`config.mk`:
```
export PLATFORM = sky130hd
export DESIGN_NAME = mmu_dma_engine
export DESIGN_NICKNAME = d
export VERILOG_FILES = /design/src/rtl/mmu_dma_engine.sv
export SDC_FILE = /design/constraint.sdc
export NUM_CORES = 1
export LEC_CHECK = 0
export BUFFER_PORTS_ARGS = -buffer_cell sky130_fd_sc_hd__buf_2
export CAP_MARGIN = 5
export CORE_UTILIZATION = 50
export CTS_CLUSTER_SIZE = 25
export DETAILED_ROUTE_END_ITERATION = 8
export PLACE_DENSITY_LB_ADDON = 0.1
export SLEW_MARGIN = 5
export SYNTH_ARGS = -nofsm -noshare
export SYNTH_HDL_FRONTEND = slang
export SYNTH_SLANG_ARGS = --single-unit
```
`constraint.sdc`:
```
create_clock -name clock -period 2.9 [get_ports clock]
set_input_delay 0.145 -clock clock [delete_from_list [all_inputs] [get_ports clock]]
set_output_delay 0.145 -clock clock [all_outputs]
set_load 0.05 [all_outputs]
```
`src/rtl/mmu_dma_engine.sv`:
```
// Block-copy DMA initiator for the single-port, word-addressed MMU bus.
// Optional fill mode (constant pattern writes) is enabled with `define DMA_FILL_EN.
module mmu_dma_engine #(
    parameter int READ_LATENCY = 1,
    parameter int LEN_WIDTH    = 16
) (
    input  logic                 clock,
    input  logic                 reset_n,
    input  logic                 start,
    input  logic [31:0]          src_addr,
    input  logic [31:0]          dst_addr,
    input  logic [LEN_WIDTH-1:0] length,
`ifdef DMA_FILL_EN
    input  logic                 fill_mode,
    input  logic [31:0]          fill_value,
`endif
    output logic                 busy,
    output logic                 done,
    output logic [31:0]          bus_address,
    output logic                 bus_mode,
    output logic [31:0]          bus_write_data,
    input  logic [31:0]          bus_read_data
);

    localparam int CW = (READ_LATENCY < 2) ? 1 : $clog2(READ_LATENCY + 1);

    localparam logic [2:0] S_IDLE  = 3'd0;
    localparam logic [2:0] S_READ  = 3'd1;
    localparam logic [2:0] S_WAIT  = 3'd2;
    localparam logic [2:0] S_WRITE = 3'd3;
    localparam logic [2:0] S_DONE  = 3'd4;

    logic [2:0]           state_q, state_d;
    logic [31:0]          src_ptr_q, src_ptr_d;
    logic [31:0]          dst_ptr_q, dst_ptr_d;
    logic [LEN_WIDTH-1:0] remaining_q, remaining_d;
    logic [CW-1:0]        wait_q, wait_d;
    logic [31:0]          data_q, data_d;
    logic                 fill_q, fill_d;

    logic                 busy_q, busy_d;
    logic                 done_q, done_d;
    logic [31:0]          addr_q, addr_d;
    logic                 mode_q, mode_d;
    logic [31:0]          wdata_q, wdata_d;

    // Transfer sequencing: next state, pointers, word counter and data latch.
    always_comb begin
        state_d     = state_q;
        src_ptr_d   = src_ptr_q;
        dst_ptr_d   = dst_ptr_q;
        remaining_d = remaining_q;
        wait_d      = wait_q;
        data_d      = data_q;
        fill_d      = fill_q;
        case (state_q)
            S_IDLE: begin
                if (start) begin
                    if (length != {LEN_WIDTH{1'b0}}) begin
                        src_ptr_d   = src_addr;
                        dst_ptr_d   = dst_addr;
                        remaining_d = length;
`ifdef DMA_FILL_EN
                        fill_d = fill_mode;
                        if (fill_mode) begin
                            data_d  = fill_value;
                            state_d = S_WRITE;
                        end else begin
                            state_d = S_READ;
                        end
`else
                        fill_d  = 1'b0;
                        state_d = S_READ;
`endif
                    end else begin
                        state_d = S_DONE;
                    end
                end else begin
                    state_d = S_IDLE;
                end
            end
            S_READ: begin
                wait_d  = CW'(READ_LATENCY);
                state_d = S_WAIT;
            end
            S_WAIT: begin
                // Last latency cycle: the MMU's registered read data is valid now.
                if (wait_q <= CW'(1)) begin
                    data_d  = bus_read_data;
                    state_d = S_WRITE;
                end else begin
                    wait_d  = wait_q - CW'(1);
                    state_d = S_WAIT;
                end
            end
            S_WRITE: begin
                src_ptr_d   = src_ptr_q + 32'd1;
                dst_ptr_d   = dst_ptr_q + 32'd1;
                remaining_d = remaining_q - LEN_WIDTH'(1);
                if (remaining_q == LEN_WIDTH'(1)) begin
                    state_d = S_DONE;
                end else if (fill_q) begin
                    state_d = S_WRITE;
                end else begin
                    state_d = S_READ;
                end
            end
            S_DONE: begin
                state_d = S_IDLE;
            end
            default: begin
                state_d = S_IDLE;
            end
        endcase
    end

    // Bus and status outputs are decoded from the next state so they register with it.
    always_comb begin
        busy_d  = 1'b0;
        done_d  = 1'b0;
        mode_d  = 1'b0;
        addr_d  = 32'h0000_0000;
        wdata_d = wdata_q;
        case (state_d)
            S_READ, S_WAIT: begin
                busy_d = 1'b1;
                addr_d = src_ptr_d;
            end
            S_WRITE: begin
                busy_d  = 1'b1;
                mode_d  = 1'b1;
                addr_d  = dst_ptr_d;
                wdata_d = data_d;
            end
            S_DONE: begin
                done_d = 1'b1;
            end
            default: begin
                busy_d = 1'b0;
            end
        endcase
    end

    // State and output registers; reset abandons any transfer and drops bus_mode at once.
    always_ff @(posedge clock or negedge reset_n) begin
        if (!reset_n) begin
            state_q     <= S_IDLE;
            src_ptr_q   <= 32'h0000_0000;
            dst_ptr_q   <= 32'h0000_0000;
            remaining_q <= {LEN_WIDTH{1'b0}};
            wait_q      <= {CW{1'b0}};
            data_q      <= 32'h0000_0000;
            fill_q      <= 1'b0;
            busy_q      <= 1'b0;
            done_q      <= 1'b0;
            addr_q      <= 32'h0000_0000;
            mode_q      <= 1'b0;
            wdata_q     <= 32'h0000_0000;
        end else begin
            state_q     <= state_d;
            src_ptr_q   <= src_ptr_d;
            dst_ptr_q   <= dst_ptr_d;
            remaining_q <= remaining_d;
            wait_q      <= wait_d;
            data_q      <= data_d;
            fill_q      <= fill_d;
            busy_q      <= busy_d;
            done_q      <= done_d;
            addr_q      <= addr_d;
            mode_q      <= mode_d;
            wdata_q     <= wdata_d;
        end
    end

    assign busy           = busy_q;
    assign done           = done_q;
    assign bus_address    = addr_q;
    assign bus_mode       = mode_q;
    assign bus_write_data = wdata_q;

endmodule

```
## Word-level counts from Yosys, hierarchy flattened

Cells that the tools add are included.

- $add $sub $neg: 4
- Multiply operators: 0
- Divide/modulo/power cells: 0
- Order comparisons: 1
- Eq/ne operators: 11
- Shift-type cells: 0
- Mux-type cells: 22
- Bitwise logic cells: 0
- Reductions and logical operators: 8

Operators by type and width:

| operator | number |
|---|---|
| $mux 32 | 6 |
| $pmux 32 s2 | 3 |
| $add 32x1->32 const B | 2 |
| $mux 16 | 2 |
| $pmux 16 s2 | 1 |
| $eq 16x1->1 const B | 1 |
| $reduce_bool 16->1 | 1 |
| $sub 16x1->16 const B | 1 |
| $eq 3x2->1 const B | 4 |
| $pmux 3 s4 | 1 |
| $mux 3 | 3 |
| $eq 3x1->1 const B | 2 |
| $ne 2x2->1 const B | 3 |
| $mux 1 | 5 |
| $reduce_bool 2->1 | 2 |
| $eq 3x3->1 const B | 1 |
| $logic_not 3->1 | 1 |
| $reduce_and 3->1 | 1 |
| $reduce_or 3->1 | 1 |
| $pmux 1 s2 | 1 |
| $reduce_and 2->1 | 1 |
| $reduce_or 2->1 | 1 |
| $le 1x1->1 const B | 1 |
| $sub 1x1->1 const B | 1 |

- Flip-flop bits (word level): 183
- Bits in latches: 0
- Bits in writable memories: 0
- Bits in read-only memories: 0
- Output and inout port bits: 67
- Memories: 0

## Depth between registers and ports, before layout

Gate-level depths: netlist of the first run.

- Word-level depth: 7
- Depth in mapped cells: 9

## Worst setup path before layout of the first run

OpenSTA, ideal clock, no wires.

- Path kind: register -> register
- From: reg remaining_q[7]
- To: reg addr_q[9], in the netlist bus_address[9]
- Library setup time: 121 ps
- Arrival time: 2102 ps
- Required time: 2779 ps
- Setup slack: 677 ps
- Stages on the path, launching flop included: 8
- Buffers on the path: 1
- Clock period less this slack: 2223 ps
- Path through: dfrtp_1 > or4_1 > nor4_2 > a41o_1 > o21a_2 > nor2_1 > buf_2 > a22o_1

- Word-level cells in the longest chain between the ends: 6
- Elaborated cells between the ends (all ways): 8

RTL lines:

| what | RTL line | source |
|---|---|---|
| start, declared | 36 | `logic [LEN_WIDTH-1:0] remaining_q, remaining_d;` |
| start signal, assigned | 150 | `remaining_q <= {LEN_WIDTH{1'b0}};` |
| start signal, assigned | 163 | `remaining_q <= remaining_d;` |
| $eq 16x1->1 * | 100 | `if (remaining_q == LEN_WIDTH'(1)) begin` |
| $mux 3 * | 100 |  |
| $pmux 3 s4 * | 56 | `case (state_q)` |
| $eq 3x1->1 or $eq 3x2->1 (tied branches) | 124 | `case (state_d)` |
| $reduce_or 2->1 | -- |  |
| $pmux 32 s2 * | 124 |  |
| named net addr_d[9] | 43 | `logic [31:0] addr_q, addr_d;` |
| end signal, assigned | 169 | `addr_q <= addr_d;` |
| end, declared | 43 |  |

Mark *: on every way through the listed nets, which the timed path passes. The rest lies on a longest branch.
A chain may end at the register's enable or synchronous reset.

## Worst setup path in the final report of the first run

- From: in length[3]
- To: reg addr_q[0], in the netlist bus_address[0]

- Elaborated cells between the ends (all ways): 15

RTL lines:

| what | RTL line | source |
|---|---|---|
| start, declared | 12 | `input logic [LEN_WIDTH-1:0] length,` |
| $reduce_bool 16->1 | 59 | `if (length != {LEN_WIDTH{1'b0}}) begin` |
| $mux 32 | 59 |  |
| $mux 32 | 58 | `if (start) begin` |
| $pmux 32 s2 | 56 |  |
| named net dst_ptr_d[0] | 35 | `logic [31:0] dst_ptr_q, dst_ptr_d;` |
| $pmux 32 s2 | 124 |  |
| named net addr_d[0] | 43 |  |

The timed path passes the listed nets, and every way through them passes these cells.

==> results by group, run 1 <==
CTS
  – # resized after CTS: 0
  – Clk sinks: 150
  – # H-tree levels: 4
  – CTS Root Cell: clkbuf_16
  – CTS max path bufs: 2
  – Hold_buf cts: 78
  – CTS tree: built
  – Clock-pin slew on the worst setup and hold paths: 0.06 ns
  – Clock Latency Late Sink: 0.43 ns
  – Number of CTS-inserted buffers: 17
  – Post-CTS Setup Inserts: 0

STA
  – Slew margin rel.: between 30% and 40%
  – Final min period: 2.64 ns
  – RSZ-0062 raised after global routing: false
  – Final Hold Vio Count: 0
  – Setup TNS: 0 ns
  – Fin crit share: between 90% and 100%
  – Worst-margin pin slew: 0.987 ns
  – Setup Skew: 0.0108 ns
  – FMAX: 378 MHz
  – Final Max Tran Viols: 0
  – Setup violations, final: 0

Critical path
  – R2R setup slack: 0.36 ns
  – Worst r2r src: remaining_q[0]
  – Critical Path End: bus_address[0]
  – Crit-path leading delay family: compound AO/OA/AOI/OAI gates
  – Worst path depth: 7
  – Critical path launch point: length[3]
  – Worst-path fanout max: 26
  – CP Capture Type: flop
  – Buffers and inverters on the worst path: 3
  – Slowest CP cell: or4_1
  – Slowest cell delay on critical path: 0.66 ns
  – Worst Path Required: 3.21 ns
  – CP Class: in2reg
  – Worst R2R End: bus_address[17]
  – Critical Path Start Type: input port
  – Critical path arrival: 2.96 ns
  – CP Cell Sequence: dlygate4sd3_1 > buf_2 > or4_1 > o41a_2 > buf_4 > a221o_1 > a22o_1
  – Path depth of the worst reg2reg path: 7

Worst hold path
  – Worst min path class: in2reg

Finish
  – Finished layout cell area: 10000 um^2
  – Fillers: ~1200
  – P&R area growth vs syn: 34.3%
  – NumNets Final: 1197
  – Layout cells sized above 1: 24.3%

Die
  – Core area: 14500 um^2
  – Rows: 44
  – Die area: about 15000 um^2
  – Initial core utilization: 51.2%
  – Die height: 124 um
  – Top-Level Pins: 182
  – Horiz. Die Dim: between 100 and 150 um

Route
  – Total wire length: roughly 23000 um
  – Drt first-iter violations: between 600 and 700
  – WL/cell: 17.6 um
  – DRC Markers: 0
  – Final ANT Viol Nets: 0
  – Drt via density: 5.71
  – TritonRoute pass-1 iters: 5
  – Vias: 7280

Synthesis
  – Register area share after synthesis: 50.4%
  – Synth unique cells: between 60 and 70
  – Synthesis Warnings: 0
  – EDFF count, synth: 0
  – Post-synthesis net count: 930
  – Mapped Area: 7440 um^2
  – Synth Flop Type: dfrtp_1
  – Ys async rst share: 100%
  – Cells after Synth: 811
  – Synth Area per Inst: roughly 9.2 um^2
  – Yosys reg bits: 150

Placed design
  – Port-buffer cells: around 180
  – DP HPWL: 15100 um
  – Final GP Congestion: 0.872
  – Placed inst area: 8660 um^2

Global routing
  – Remaining Overflow, GRT: 0
  – Gr usage total: 30.2%
  – Global-route wire length before repair: 34700 um
  – Largest net degree at the start of global routing: 80
  – Number of antenna violations at the first check in global routing: 1
  – Vias in the first global route: 6862

Power
  – Leakage Power: 4.61 nW
  – Peak VDD IR: ~0.90 mV
  – PwrDens: 1170 nW/um^2
  – Overall power: around 12 mW

Status
  – Status: completed

Run
  – Max_cap viols: 0
layout by cell type, fill, tap and decap left out, types with 11 or more instances in the layout:
master         count
dfrtp_1          150
nor2_1            54
a21oi_1           24
clkbuf_16         17
a22o_1            19
nor4_1            11
nand2_1          186
inv_1             15
nor3_1            19
o21ai_0           25
buf_4             29
nand3_1           65
dlygate4sd3_1     78
o211ai_1          26
nand4_1           26
xnor2_1           16
buf_2            180
metrics by stage:
step	cells	hold slack [ns]	util (%)	setup slack [ns]
floorplan	811	-0.151	-	0.677
global placement	1165	0.233	59.6	0.399
detailed placement	1165	0.237	59.6	0.388
CTS	1275	0.000174	68.8	0.287
global route	1276	0.00817	68.8	0.185
finish	1276	0.00251	68.8	0.256
worst min-delay path: stages:
cell and delay (ns):
buf_2 0.09, a22oi_1 0.08, o21ai_0 0.08
synth_stat cells, drive strengths merged (5+ instances only):
cell type / n / area [um^2]
nand3: 66 / 330
nand4: 26 / 163
xor2: 5 / 43.8
mux2i: 7 / 70.1
inv: 16 / 60.1
nand2: 186 / 698
a22o: 19 / 166
and3: 9 / 56.3
nor3b: 5 / 37.5
or4: 5 / 48.8
o2bb2ai: 6 / 52.6
dfrtp: 150 / 3750
clkbuf: 20 / 75.1
a21o: 5 / 37.5
nor3: 19 / 95.1
o211ai: 26 / 195
a21oi: 24 / 120
nor4: 16 / 131
o21ai: 27 / 135
o22ai: 5 / 31.3
buf: 22 / 114
xnor2: 16 / 140
nor2: 56 / 218
worst min path at each step:
stage	end	slack, ns	from	cells past startpoint
2_1_floorplan	bus_address[0]	-0.15	reset_n	0
3_3_place_gp	dst_ptr_q[11]	0.23	reset_n	1
3_5_place_dp	dst_ptr_q[18]	0.24	reset_n	1
4_1_cts	remaining_q[0]	0.0002	length[0]	3
5_1_grt	remaining_q[0]	0.008	length[0]	3
6_report	remaining_q[0]	0.003	length[0]	3
registers in the layout, indices dropped and copies added (netlist names):
signal and cells:
dst_ptr_q 32, bus_address 32, remaining_q 16, busy 1, src_ptr_q 32, done 1
state_q 3, bus_mode 1, bus_write_data 32
cell families (layout without fill, tap and decap cells):
| group | Yosys count | after routing | synth area share (%) |
|---|---|---|---|
| compound gates | 160 | 160 | 15.8 |
| xor+xnor | 21 | 21 | 2.47 |
| fa+ha+maj | 4 | 4 | 0.672 |
| buf+inv | 59 | 339 | 3.39 |
| flops | 150 | 150 | 50.4 |
| mux | 9 | 9 | 1.24 |
| other cells | 0 | 1 | 0 |
| simple gates | 408 | 408 | 26.0 |
layout make-up:
class,count,area [um^2],share of cell area [%]
antenna,1,2.50,0.0250
clock buffer,20,457,4.57
clock inverter,12,93.8,0.939
sequential,150,3750,37.5
inverter,17,63.8,0.638
multi-input combinational,602,3450,34.5
tap,184,230,2.30
timing repair buffer,290,1950,19.5
report_power, final:
part | switching, mW | internal [mW]
logic | 3.89 | 1.77
registers | 0.849 | 3.10
clock network | 0.917 | 1.15
per-layer routing:
layer,track usage [%],wire length (um),vias to the layer above
met1,39.4,9630,3507
met5,0,0,-
li1,-,-,3475
met2,49.1,10900,262
met4,10.3,472,0
met3,7.51,1490,36
(Power assumes the default switching activity.)
==> run 2: changes to the inputs <==
--- a/config.mk
+++ b/config.mk
@@ -10,7 +10,9 @@
 export CORE_UTILIZATION = 50
 export CTS_CLUSTER_SIZE = 25
 export DETAILED_ROUTE_END_ITERATION = 8
+export GPL_TIMING_DRIVEN = 0
 export PLACE_DENSITY_LB_ADDON = 0.1
+export SKIP_LAST_GASP = 1
 export SLEW_MARGIN = 5
 export SYNTH_ARGS = -nofsm -noshare
 export SYNTH_HDL_FRONTEND = slang
==> results by group, run 2 (synthesis gave the netlist of run 1 again) <==
Status
  – Status: completed

STA
  – Final min period: a little under 3 ns
  – Worst-margin pin slew: 1.02 ns
  – FMAX: around 350 MHz
  – Slew margin rel.: between 30% and 40%
  – Setup Skew: 0.00944 ns
  – PnR worst setup slack: 0.00549 ns
  – Final Hold Vio Count: 0
  – Setup violations, final: 0
  – RSZ-0062 raised after global routing: true
  – Hold Slack: 0.000375 ns
  – Final Max Tran Viols: 0
  – Fin crit share: between 90 and 100%

Route
  – Drt via density: around 5.8
  – Total wire length: around 24000 um
  – Drt first-iter violations: 601
  – Final ANT Viol Nets: 0
  – TritonRoute pass-1 iters: 5
  – Vias: ~7500
  – WL/cell: 18.9 um
  – DRC Markers: 0

Power
  – Peak VDD IR: 0.678 mV
  – Overall power: 12.1 mW
  – PwrDens: 1200 nW/um^2
  – Leakage Power: 4.65 nW

Critical path
  – Slowest CP cell: nor4_1
  – Critical Path Most Common Cell: nand4_1
  – Critical path arrival: 3.25 ns
  – Slowest cell delay on critical path: 0.85 ns
  – Critical Path Start Type: flop
  – CP Cell Sequence: nand4_1 > nor4_1 > nand4_1 > mux2_2 > a211oi_1 > a22o_1
  – CP Capture Type: flop
  – Worst Path Required: around 3.3 ns
  – Worst-path fanout max: 7
  – CP Class: reg2reg

Finish
  – Antenna cell count: 0
  – Fillers: around 1100
  – Finished Layout Cells: about 1300
  – Multi-input gate area: about 3500 um^2
  – Layout cells sized above 1: 23.5%
  – P&R area growth vs syn: 35.4%
  – Most frequent cells in the layout: buf_2, nand2_1, dfrtp_1, dlygate4sd3_1, nand3_1
  – Reg area: 3750 um^2
  – Finished layout cell area: 10100 um^2
  – Commonest non-fill, non-tap cell in the layout: buf_2
  – NumNets Final: 1214

Die
  – Rows: 44
  – Horiz. Die Dim: ~120 um
  – Die height: 124 um
  – Initial core utilization: between 50% and 60%
  – Core area: 14500 um^2
  – Die area: ~15000 um^2
  – Top-Level Pins: 182

CTS
  – Clock-pin slew on the worst setup and hold paths: 0.06 ns
  – Clock Latency Late Sink: 0.43 ns
  – Number of CTS-inserted buffers: 17
  – CTS tree: built
  – CTS Root Cell: clkbuf_16
  – CTS max path bufs: 2
  – Clk sinks: 150
  – # H-tree levels: 4

Worst hold path
  – Worst min path class: in2reg

Global routing
  – Largest net degree at the start of global routing: 89
  – Remaining Overflow, GRT: 0
  – Number of antenna violations at the first check in global routing: 0
  – Global-route wire length before repair: 37500 um
  – Gr usage total: 32.8%
  – Vias in the first global route: 7171

Placed design
  – Placed cells: 1177
  – Worst slack, placed: -0.0733 ns
  – Port-buffer cells: 181
  – Placed inst area: approximately 8600 um^2
  – Final GP Congestion: roughly 0.89
  – DP HPWL: 16700 um

Run
  – Max_cap viols: 0
## run 2: stage by stage
stage | TNS (ns) | util [%]
global placement | -84.55 | 59.0
global route | -0.0725 | 69.3
CTS | 0 | 68.9
detailed placement | -0.243 | 59.3
finish | 0 | 69.3
floorplan | 0 | -
## run 2: worst max-delay path, delay by kind of cell, from the launching register on
| family | cells | cell delay [ns] |
|---|---|---|
| simple gates | 3 | 1.41 |
| compound gates | 2 | 0.67 |
| flops | 1 | 0.43 |
| mux | 1 | 0.30 |
## run 2: what timing repair did
item / in CTS / in global routing
hold endpoints to repair: 140 / 0
pin swaps: 0 / 1
setup buffers: 0 / 4
gates resized for setup: 3 / 12
hold buffers: 79 / 0
setup endpoints to repair: 8 / 51
## run 2: cell type report
class | count | area share (%)
plain buffers | 42 | 1.99
clock buffers | 20 | 4.63
clock inverters | 12 | 1.40
inverters | 17 | 0.633
multi-input cells | 602 | 34.3
flip-flops and latches | 150 | 37.2
well taps | 184 | 2.28
repair buffers | 265 | 17.5
## run 2: worst paths after layout
| check | start | end | slack, ns | cells past startpoint |
|---|---|---|---|---|
| hold / removal | dst_addr[11] | dst_ptr_q[11] | 0.0004 | 3 |
| setup reg to reg | src_ptr_q[3] | bus_address[29] | 0.005 | 6 |
| min in group asynchronous | reset_n | bus_address[17] | 0.23 | 2 |
| hold reg to reg | bus_write_data[2] | bus_write_data[2] | 0.47 | 2 |
| max in group asynchronous | reset_n | bus_address[28] | 1.87 | 3 |
| setup / recovery | src_ptr_q[3] | bus_address[29] | 0.005 | 6 |
## run 2: per-layer routing
layer  GRT usage (%)  share of wire (%)
met1            42.0                 41
met2            53.8                 48
met3            6.73                7.4
met4            14.0                2.9
met5            2.78               0.20
## run 2: where the power goes
group	internal, mW	switching [mW]
combinational	1.79	4.11
sequential	3.10	0.817
clock	1.35	0.926
total	6.24	5.85
==> run 3: changes to the inputs <==
--- a/config.mk
+++ b/config.mk
@@ -8,6 +8,7 @@
 export BUFFER_PORTS_ARGS = -buffer_cell sky130_fd_sc_hd__buf_2
 export CAP_MARGIN = 5
 export CORE_UTILIZATION = 50
+export CTS_BUF_LIST = sky130_fd_sc_hd__clkbuf_4
 export CTS_CLUSTER_SIZE = 25
 export DETAILED_ROUTE_END_ITERATION = 8
 export GPL_TIMING_DRIVEN = 0
==> results by group, run 3 (synthesis gave the netlist of run 1 again) <==
Global routing
  – Number of antenna violations at the first check in global routing: 1
  – Remaining Overflow, GRT: 0
  – Gr usage total: 33.1%
  – Global-route wire length before repair: 37700 um
  – Largest net degree at the start of global routing: between 80 and 90
  – Vias in the first global route: 7308

STA
  – Hold Slack: 0.0274 ns
  – FMAX: 353 MHz
  – Fin crit share: 97.7%
  – RSZ-0062 raised after global routing: true
  – Final Max Tran Viols: 0
  – PnR worst setup slack: 0.0673 ns
  – Setup Skew: 0.0212 ns
  – Worst-margin pin slew: 0.943 ns
  – Final Hold Vio Count: 0
  – Setup TNS: 0 ns
  – Setup violations, final: 0
  – Slew margin rel.: 36.6%
  – Final min period: 2.83 ns

Power
  – Peak VDD IR: 0.674 mV
  – Sequential power share: 35.1%
  – Int Power: 5.40 mW
  – Leakage Power: 4.62 nW
  – Net Sw Frac: 51.4%
  – Switching power: 5.71 mW
  – Combinational fraction of design power: ~53%
  – PwrDens: 1110 nW/um^2
  – Clock share of power: a little under an eighth

CTS
  – CTS Root Cell: clkbuf_4
  – Post-CTS Setup Inserts: 0
  – CTS tree: built
  – Number of CTS-inserted buffers: 17
  – CTS max path bufs: 2
  – Clk sinks: 150
  – # H-tree levels: 4
  – Clock Latency Late Sink: ~0.59 ns
  – Clock-pin slew on the worst setup and hold paths: 0.14 ns

Critical path
  – Critical Path Most Common Cell: nand4_1
  – CP Capture Type: flop
  – Critical path arrival: approximately 3.4 ns
  – Critical path launch point: src_ptr_q[3]
  – Worst-path fanout max: 7
  – Worst Path Required: 3.43 ns
  – CP Cell Sequence: nand4_1 > nor4_1 > nand4_1 > mux2_2 > a211oi_1 > a22o_1
  – Worst r2r src: src_ptr_q[3]
  – Critical Path Start Type: flop
  – Slowest CP cell: nor4_1
  – CP Class: reg2reg
  – Slowest cell delay on critical path: 0.85 ns
  – Crit-path leading delay family: simple AND/OR/NAND/NOR gates
  – Buffers and inverters on the worst path: 0

Die
  – Rows: 44
  – Initial core utilization: 51.2%
  – Die height: 124 um
  – Top-Level Pins: between 150 and 200
  – Core area: 14500 um^2
  – Die area: 15400 um^2
  – Horiz. Die Dim: 124 um

Worst hold path
  – Worst min path class: in2reg
  – Hold Crit Start: dst_addr[25]

Route
  – DRC Markers: 0
  – Total wire length: 24300 um
  – WL/cell: 18.4 um
  – Final ANT Viol Nets: 0
  – TritonRoute pass-1 iters: 7
  – Vias: ~7600
  – Drt first-iter violations: 675
  – Drt via density: slightly below 6

Placed design
  – Final GP Congestion: slightly below 0.9
  – DP HPWL: 16700 um
  – Port-buffer cells: 181
  – Worst slack, placed: -0.0733 ns

Finish
  – P&R area growth vs syn: 34.9%
  – Layout cells sized above 1: between 20% and 30%
  – Most frequent cells in the layout: buf_2, nand2_1, dfrtp_1, dlygate4sd3_1, nand3_1
  – NumNets Final: 1243
  – Commonest non-fill, non-tap cell in the layout: buf_2

Status
  – Status: completed

Run
  – Max_cap viols: 0
## run 3: power by group through the flow
stage | sequential (mW) | clock [mW] | combinational, mW
finish | 3.90 | 1.32 | 5.89
global route | 4.05 | 1.43 | 6.34
CTS | 3.87 | 1.34 | 5.81
detailed placement | 3.89 | 0 | 5.69
global placement | 3.89 | 0 | 5.60
floorplan | 5.28 | 0 | 2.61
## run 3: tightest hold or removal path, stage by stage
cell and delay (ns):
buf_2 0.09, nor2_1 0.08, mux2i_1 0.08, o22ai_1 0.12, a21oi_1 0.06
## run 3: per-layer routing
| metal | global-route usage (%) | vias up | share of wire [%] |
|---|---|---|---|
| met2 | 54.1 | 362 | 48 |
| met3 | 5.40 | 68 | 7.1 |
| met1 | 43.2 | 3643 | 42 |
| met4 | 14.7 | 0 | 3.5 |
| met5 | 0 | - | 0 |
| li1 | - | 3568 | - |
## run 3: worst paths after layout
| kind | end | slack [ns] | depth (start not counted) |
|---|---|---|---|
| max in group asynchronous | dst_ptr_q[20] | 2.04 | 3 |
| hold / removal | dst_ptr_q[25] | 0.03 | 5 |
| min in group asynchronous | bus_address[17] | 0.05 | 2 |
| setup reg to reg | bus_address[29] | 0.07 | 6 |
| setup / recovery | bus_address[29] | 0.07 | 6 |
| hold reg to reg | bus_write_data[2] | 0.48 | 2 |
## run 3: final cells by class
cell class              count  area (um^2)
well taps                 184          230
clock buffers              17          128
fillers                  1168         4490
diodes                      1         2.50
inverters                  17         63.8
repair buffers            294         2060
flip-flops and latches    150         3750
clock inverters            15          153
plain buffers              42          198
multi-input cells         602         3450
## run 3: through the flow
step                      power [mW]  area (um^2)  instances  util [%]
after floorplan                 7.89         7440        811         -
after global placement          9.48         8580       1176      59.0
after detailed placement        9.58         8620       1177      59.3
after CTS                       11.0        10000       1321      69.0
after global routing            11.8        10000       1322      69.1
final                           11.1        10000       1322      69.1
## run 3: what timing repair did
action | in CTS | in global routing
endpoints found under the hold margin | 287 | 0
gates resized for setup | 3 | 11
hold buffers | 112 | 0
endpoints found under the setup margin | 12 | 45
